File: src/rtl/unload_store.sv
// Unload/store controller: serves unit requests while draining from N to 0, then refills back to N.
// Build option UNLOAD_STORE_FAST_REFILL_EN doubles the refill step (STEP=2).
module unload_store #(
  parameter int N     = 400000,
  parameter int CBITS = 19
) (
  input  logic             clk,
  input  logic             rst,
  input  logic             req,
  output logic             grant,
  output logic [CBITS-1:0] level,
  output logic             mode,
  output logic             sig
);

`ifdef UNLOAD_STORE_FAST_REFILL_EN
  localparam int STEP = 2;
`else
  localparam int STEP = 1;
`endif

  localparam logic MODE_REFILL = 1'b0;
  localparam logic MODE_DRAIN  = 1'b1;

  localparam logic [CBITS-1:0] LVL_FULL = CBITS'(N);

  // Sum is formed one bit wider so the last step cannot wrap before clamping to N.
  function automatic logic [CBITS-1:0] refill_sat(input logic [CBITS-1:0] lv);
    logic [CBITS:0] sum;
    sum = {1'b0, lv} + (CBITS+1)'(STEP);
    if (sum >= (CBITS+1)'(N))
      refill_sat = LVL_FULL;
    else
      refill_sat = sum[CBITS-1:0];
  endfunction

  // Output register stage: every port is driven directly from a flop.
  always_ff @(posedge clk) begin
    if (rst) begin
      level <= LVL_FULL;
      mode  <= MODE_DRAIN;
      sig   <= 1'b0;
      grant <= 1'b0;
    end else if (mode == MODE_DRAIN) begin
      if (level == '0) begin
        mode  <= MODE_REFILL;
        sig   <= 1'b1;
        grant <= 1'b0;
      end else if (req) begin
        level <= level - 1'b1;
        grant <= 1'b1;
      end else begin
        grant <= 1'b0;
      end
    end else begin
      grant <= 1'b0;
      if (level >= LVL_FULL) begin
        mode  <= MODE_DRAIN;
        sig   <= 1'b0;
        level <= LVL_FULL;
      end else begin
        level <= refill_sat(level);
      end
    end
  end

endmodule

File: config.mk
export PLATFORM = sky130hd
export DESIGN_NAME = unload_store
export DESIGN_NICKNAME = d
export VERILOG_FILES = /design/src/rtl/unload_store.sv
export SDC_FILE = /design/constraint.sdc
export NUM_CORES = 1
export LEC_CHECK = 0
export CORE_MARGIN = 5
export CORE_UTILIZATION = 50
export DETAILED_ROUTE_END_ITERATION = 7
export PLACE_DENSITY = 0.77
export SYNTH_ARGS = -nofsm -noshare
export SYNTH_HDL_FRONTEND = slang
export SYNTH_SLANG_ARGS = --single-unit
File: constraint.sdc
create_clock -name clk -period 2.38 [get_ports clk]
set_input_delay 0.714 -clock clk [delete_from_list [all_inputs] [get_ports clk]]
set_output_delay 0.714 -clock clk [all_outputs]
set_load 0.01 [all_outputs]
# Word level (Yosys, flattened, before mapping)
# Index checks and enable logic that the tools add are counted.
[classes] add_sub_neg=2 order_cmp=2 n_eq_ne=3 mux=12 bitwise=1 reduce_logical=5
[ops] cell="two-way mux 19 bit" count=5
[ops] cell="adder 19 x 1 -> 20 bit (second input constant)" count=1
[ops] cell=">= comparator 20 x 19 -> 1 bit (second input constant)" count=1
[ops] cell=">= comparator 19 bit (second input constant)" count=1
[ops] cell="logical NOT 19 bit" count=1
[ops] cell="subtractor 19 x 1 -> 19 bit (second input constant)" count=1
[ops] cell="two-way mux 1 bit" count=7
[ops] cell="inequality test 2 bit (second input constant)" count=2
[ops] cell="AND reduction 2 bit" count=2
[ops] cell="OR reduction 3 bit" count=1
[ops] cell="inequality test 2 x 1 -> 1 bit (second input constant)" count=1
[ops] cell="nonzero test 2 bit" count=1
[ops] cell="NOT 1 bit" count=1
[word_totals] ff_bits=22 inputBits=3 out_inout_bits=22 word_cells=29

# Depth between registers and ports, before layout
[logic_depth] ltp_word=5 ltp_mapped=11 mapped_depth_nobuf=9

# Worst setup path after synthesis
# OpenSTA, ideal clock, no wires.
[synth_path] kind="flip-flop to flip-flop" from="register level[0]" to="register level[11]" setup_ns=0.122 arrival_ns=2.515 t_required_ns=2.258 path_slack_ns=-0.257 path_stages_with_launch=9 path_buffers=0 period_less_slack_ns=2.637 cell_sequence="dfxtp_1 ha_1 nand4_4 or4_1 a22o_1 a211o_1 o22ai_4 nand3_1 a221o_1"
[synth_between] elab_chain_cells=5 elab_cells_between_ends=12 cone_classes="add/sub (2); order compare (2); eq/ne (1); mux (5); reduce/logical (2)"
[synth_rtl] element="from (decl)" line="11" text="output logic [CBITS-1:0] level,"
[synth_rtl] element="from (signal assigned)" line="50" text="level <= level - 1'b1;"
[synth_rtl] element="from (signal assigned)" line="62" text="level <= refill_sat(level);"
[synth_rtl] element="adder 19 x 1 -> 20 bit" line="30" text="sum = {1'b0, lv} + (CBITS+1)'(STEP);"
[synth_rtl] element=">= comparator 20 x 19 -> 1 bit" line="31" text="if (sum >= (CBITS+1)'(N))"
[synth_rtl] element="two-way mux 19 bit" line="31"
[synth_rtl] element="two-way mux 19 bit" line="57" text="if (level >= LVL_FULL) begin"
[synth_rtl] element="two-way mux 19 bit" line="44" text="end else if (mode == MODE_DRAIN) begin"
# Several ways; a longest one is shown, not always the timed one. The select of a mux whose other input is x is not followed.
# A chain may end at the register's enable or synchronous reset.

# Final worst setup path
[layout_path] from="register level[1]" to="register level[13]"
# The elaborated chain is that of the path after synthesis.

==> reports/results.tsv <==
metric	value	unit
required time worst endpoint	2.58	ns
crit-path cells	ha_4 -> nand4_4 -> or4_1 -> a22o_1 -> a211o_1 -> o22ai_4 -> nand3b_1 -> buf_6 -> o22ai_2	
DRT iter0 DRCs	268	
proportion of synthesized flip-flops having asynchronous set or reset	0	%
f_max	398.2	MHz
WS Path Type	reg2reg	
syn avg cell area	7.079	um2
Die X	71.72	um
final setup vio count	11	
# diodes	0	
Clock Path Buffers	2	
Area contributors post-synth	dfxtp_1 (23%), nor2_1 (6.3%), nand2_1 (5.5%)	
fin. max-slew vios	0	
WP depth	9	
WP buf/inv	1	
CP max-delay cell	or4_1	
CTS buffer count	3	
fin crit share	105.5	%
Synth cell types	57	
GR Overflow Total	0	
dominant synthesized flop cell	dfxtp_1	
die area	5143	um2
status	finished with violations	
most common cell after layout, fill and taps aside	buf_4	
Crit Path Max Fanout	6	
worst hold-check path type	reg2reg	
Syn. warnings	0	
power density over cell area	483.1	nW/um2
core area	3689	um2
largest net degree at the start of global routing	15	
Worst setup SP type	register	
Area Growth Syn to Fin	57.03	%
Worst-Skew Late Latency	0.27	ns
CTS Root Cell	clkbuf_8	
leakage power	1.070	nW
global placement routability congestion	0.9858	
commonest non-fill, non-tap cells in the layout	buf_4 (60), nor2_1 (30), nand2_1 (25)	
first-pass GRT wire length	11.76	mm
Layout Nets	349	
CTS clock-pin slew for the worst setup and hold paths	0.09	ns
Post-synth EDFFs	0	
Reg2Reg Depth	9	
Fin Setup TNS	-0.6838	ns
post-DP HPWL	5.608	mm
Final Hold Vio Count	0	
clk sink count	22	
total number of vias	2580	
Synth top area share	23.13	%
Avg WL per Cell	20.35	um
Die Y	71.72	um
Post-DP Area	2635	um2
fin util	81.07	%
first-pass detailed-route iteration total	5	
post-synthesis sequential area ratio	23.13	%
synthesis-stage register bit count	22	
layout cells sized above 1	36.15	%
Max VDD drop	444.6	uV
hold_buf cts	0	
non-filler cells, final	391	
worst setup margin	-0.1313	ns
crit path capture type	register	
PnR Total Power	0.001445	W
Vias/cell	6.598	
vias in the first global route	2295	
Layout fillers	270	
hold depth	2	
relative slew slack	68.83	%
dominant cell type by area after synthesis	dfxtp_1	
delay-heaviest family, CP	compound AO/OA/AOI/OAI gates	
cell total after placement	382	
initial antenna violation count	0	
Detail Route Antenna Nets	0	
CP max stage delay	0.41	ns
CP arrival	2.72	ns
GRT Total Usage	29.13	%
Syn Nets	274	
setup repair after global routing missed its margin	true	
worst slew pin tran	0.4671	ns
Finished Cell Area	2990	um2
DRC errors left	0	
Mapped Area	1904	um2
CTS tree	done	
failing checks	setup timing	
clk_skew	0.002887	ns
Starting Density	51.63	%
fin crit period	2.511	ns
CTS H-Tree Depth	1	
max-cap violations	0	
# rows	22	
number of port buffers	24	
# IOs	25	
Mapped Cells	269	
Total Wirelength	7.957	mm
-- state kept, by name, indices dropped and copies added (netlist names) --
| name | count |
|---|---|
| level | 19 |
| grant | 1 |
| mode | 1 |
| sig | 1 |
-- cells by family (layout without fill, tap and decap cells) --
family	after synthesis	count (layout)	synth area share [%]
AND/OR/NAND/NOR	140	140	38.77
AO/OA/AOI/OAI	66	66	25.36
buffers and inverters	29	103	6.636
flip-flops	22	22	23.13
XOR/XNOR	8	8	3.679
adder cells (fa/ha/maj)	2	2	1.314
multiplexers	2	2	1.117
-- Yosys cell counts, drive strengths merged (3+ instances only) --
master,count
o21ai,9
o22ai,5
clkbuf,13
a21oi,10
nor3b,6
or2,3
nor2b,3
o31ai,4
or4,5
o211ai,4
nor4b,3
xor2,4
buf,10
inv,6
nor3,12
nand2b,4
nor2,32
o2111ai,4
nand4,10
dfxtp,22
nand2,28
xnor2,4
a211oi,4
o21a,3
nand3,19
nor4,7
a31oi,7
-- stage by stage --
| stage | hold WS (ns) | worst slack, ns |
|---|---|---|
| final | 0.4798 | -0.1313 |
| after global routing | 0.5157 | -0.1808 |
| after CTS | 0.4808 | -0.04464 |
| after detailed placement | 0.4637 | -0.1371 |
| after global placement | 0.4617 | -0.1213 |
| after floorplan | 0.4947 | 0.005697 |
-- worst paths after layout --
kind                 start   endpoint  slack [ns]
setup reg to reg  level[1]  level[13]       -0.13
hold / removal         sig        sig        0.48
setup / recovery  level[1]  level[13]       -0.13
hold reg to reg        sig        sig        0.48
-- worst register-to-register path, stage by stage, from the launching register on --
cell and delay, ns:
dfxtp_4 0.37, ha_4 0.16, nand4_4 0.11, or4_1 0.41
a22o_1 0.26, a211o_1 0.26, o22ai_4 0.29, nand3b_1 0.29
buf_6 0.22, o22ai_2 0.08
-- power breakdown --
group	switching, W	internal [W]
Sequential	0.0000506	0.000412
Combinational	0.000356	0.000335
Clock	0.000144	0.000148
-- what timing repair did --
action / in CTS / in global routing
endpoints found under the setup margin: 14 / 19
hold endpoints to repair: 0 / 0
pin swaps: 4 / 11
gates resized for setup: 15 / 41
buffers inserted: 0 / 4
cloned: 0 / 1
-- layout make-up --
type | instances | area [um2] | share of cell area, %
clock buffer | 4 | 55.05 | 1.841
tap | 48 | 60.06 | 2.008
sequential | 22 | 456.7 | 15.27
timing repair buffer | 93 | 800.8 | 26.78
multi-input combinational | 218 | 1595 | 53.35
inverter | 6 | 22.52 | 0.7531
-- layer usage --
layer	GRT usage, %	up-vias	share of wire (%)
met5	0	-	0
li1	-	1156	-
met1	39.90	1199	40
met3	7.714	30	11
met2	43.88	195	46
met4	10.02	0	3.1
Power figures use the tool's default switching activity.
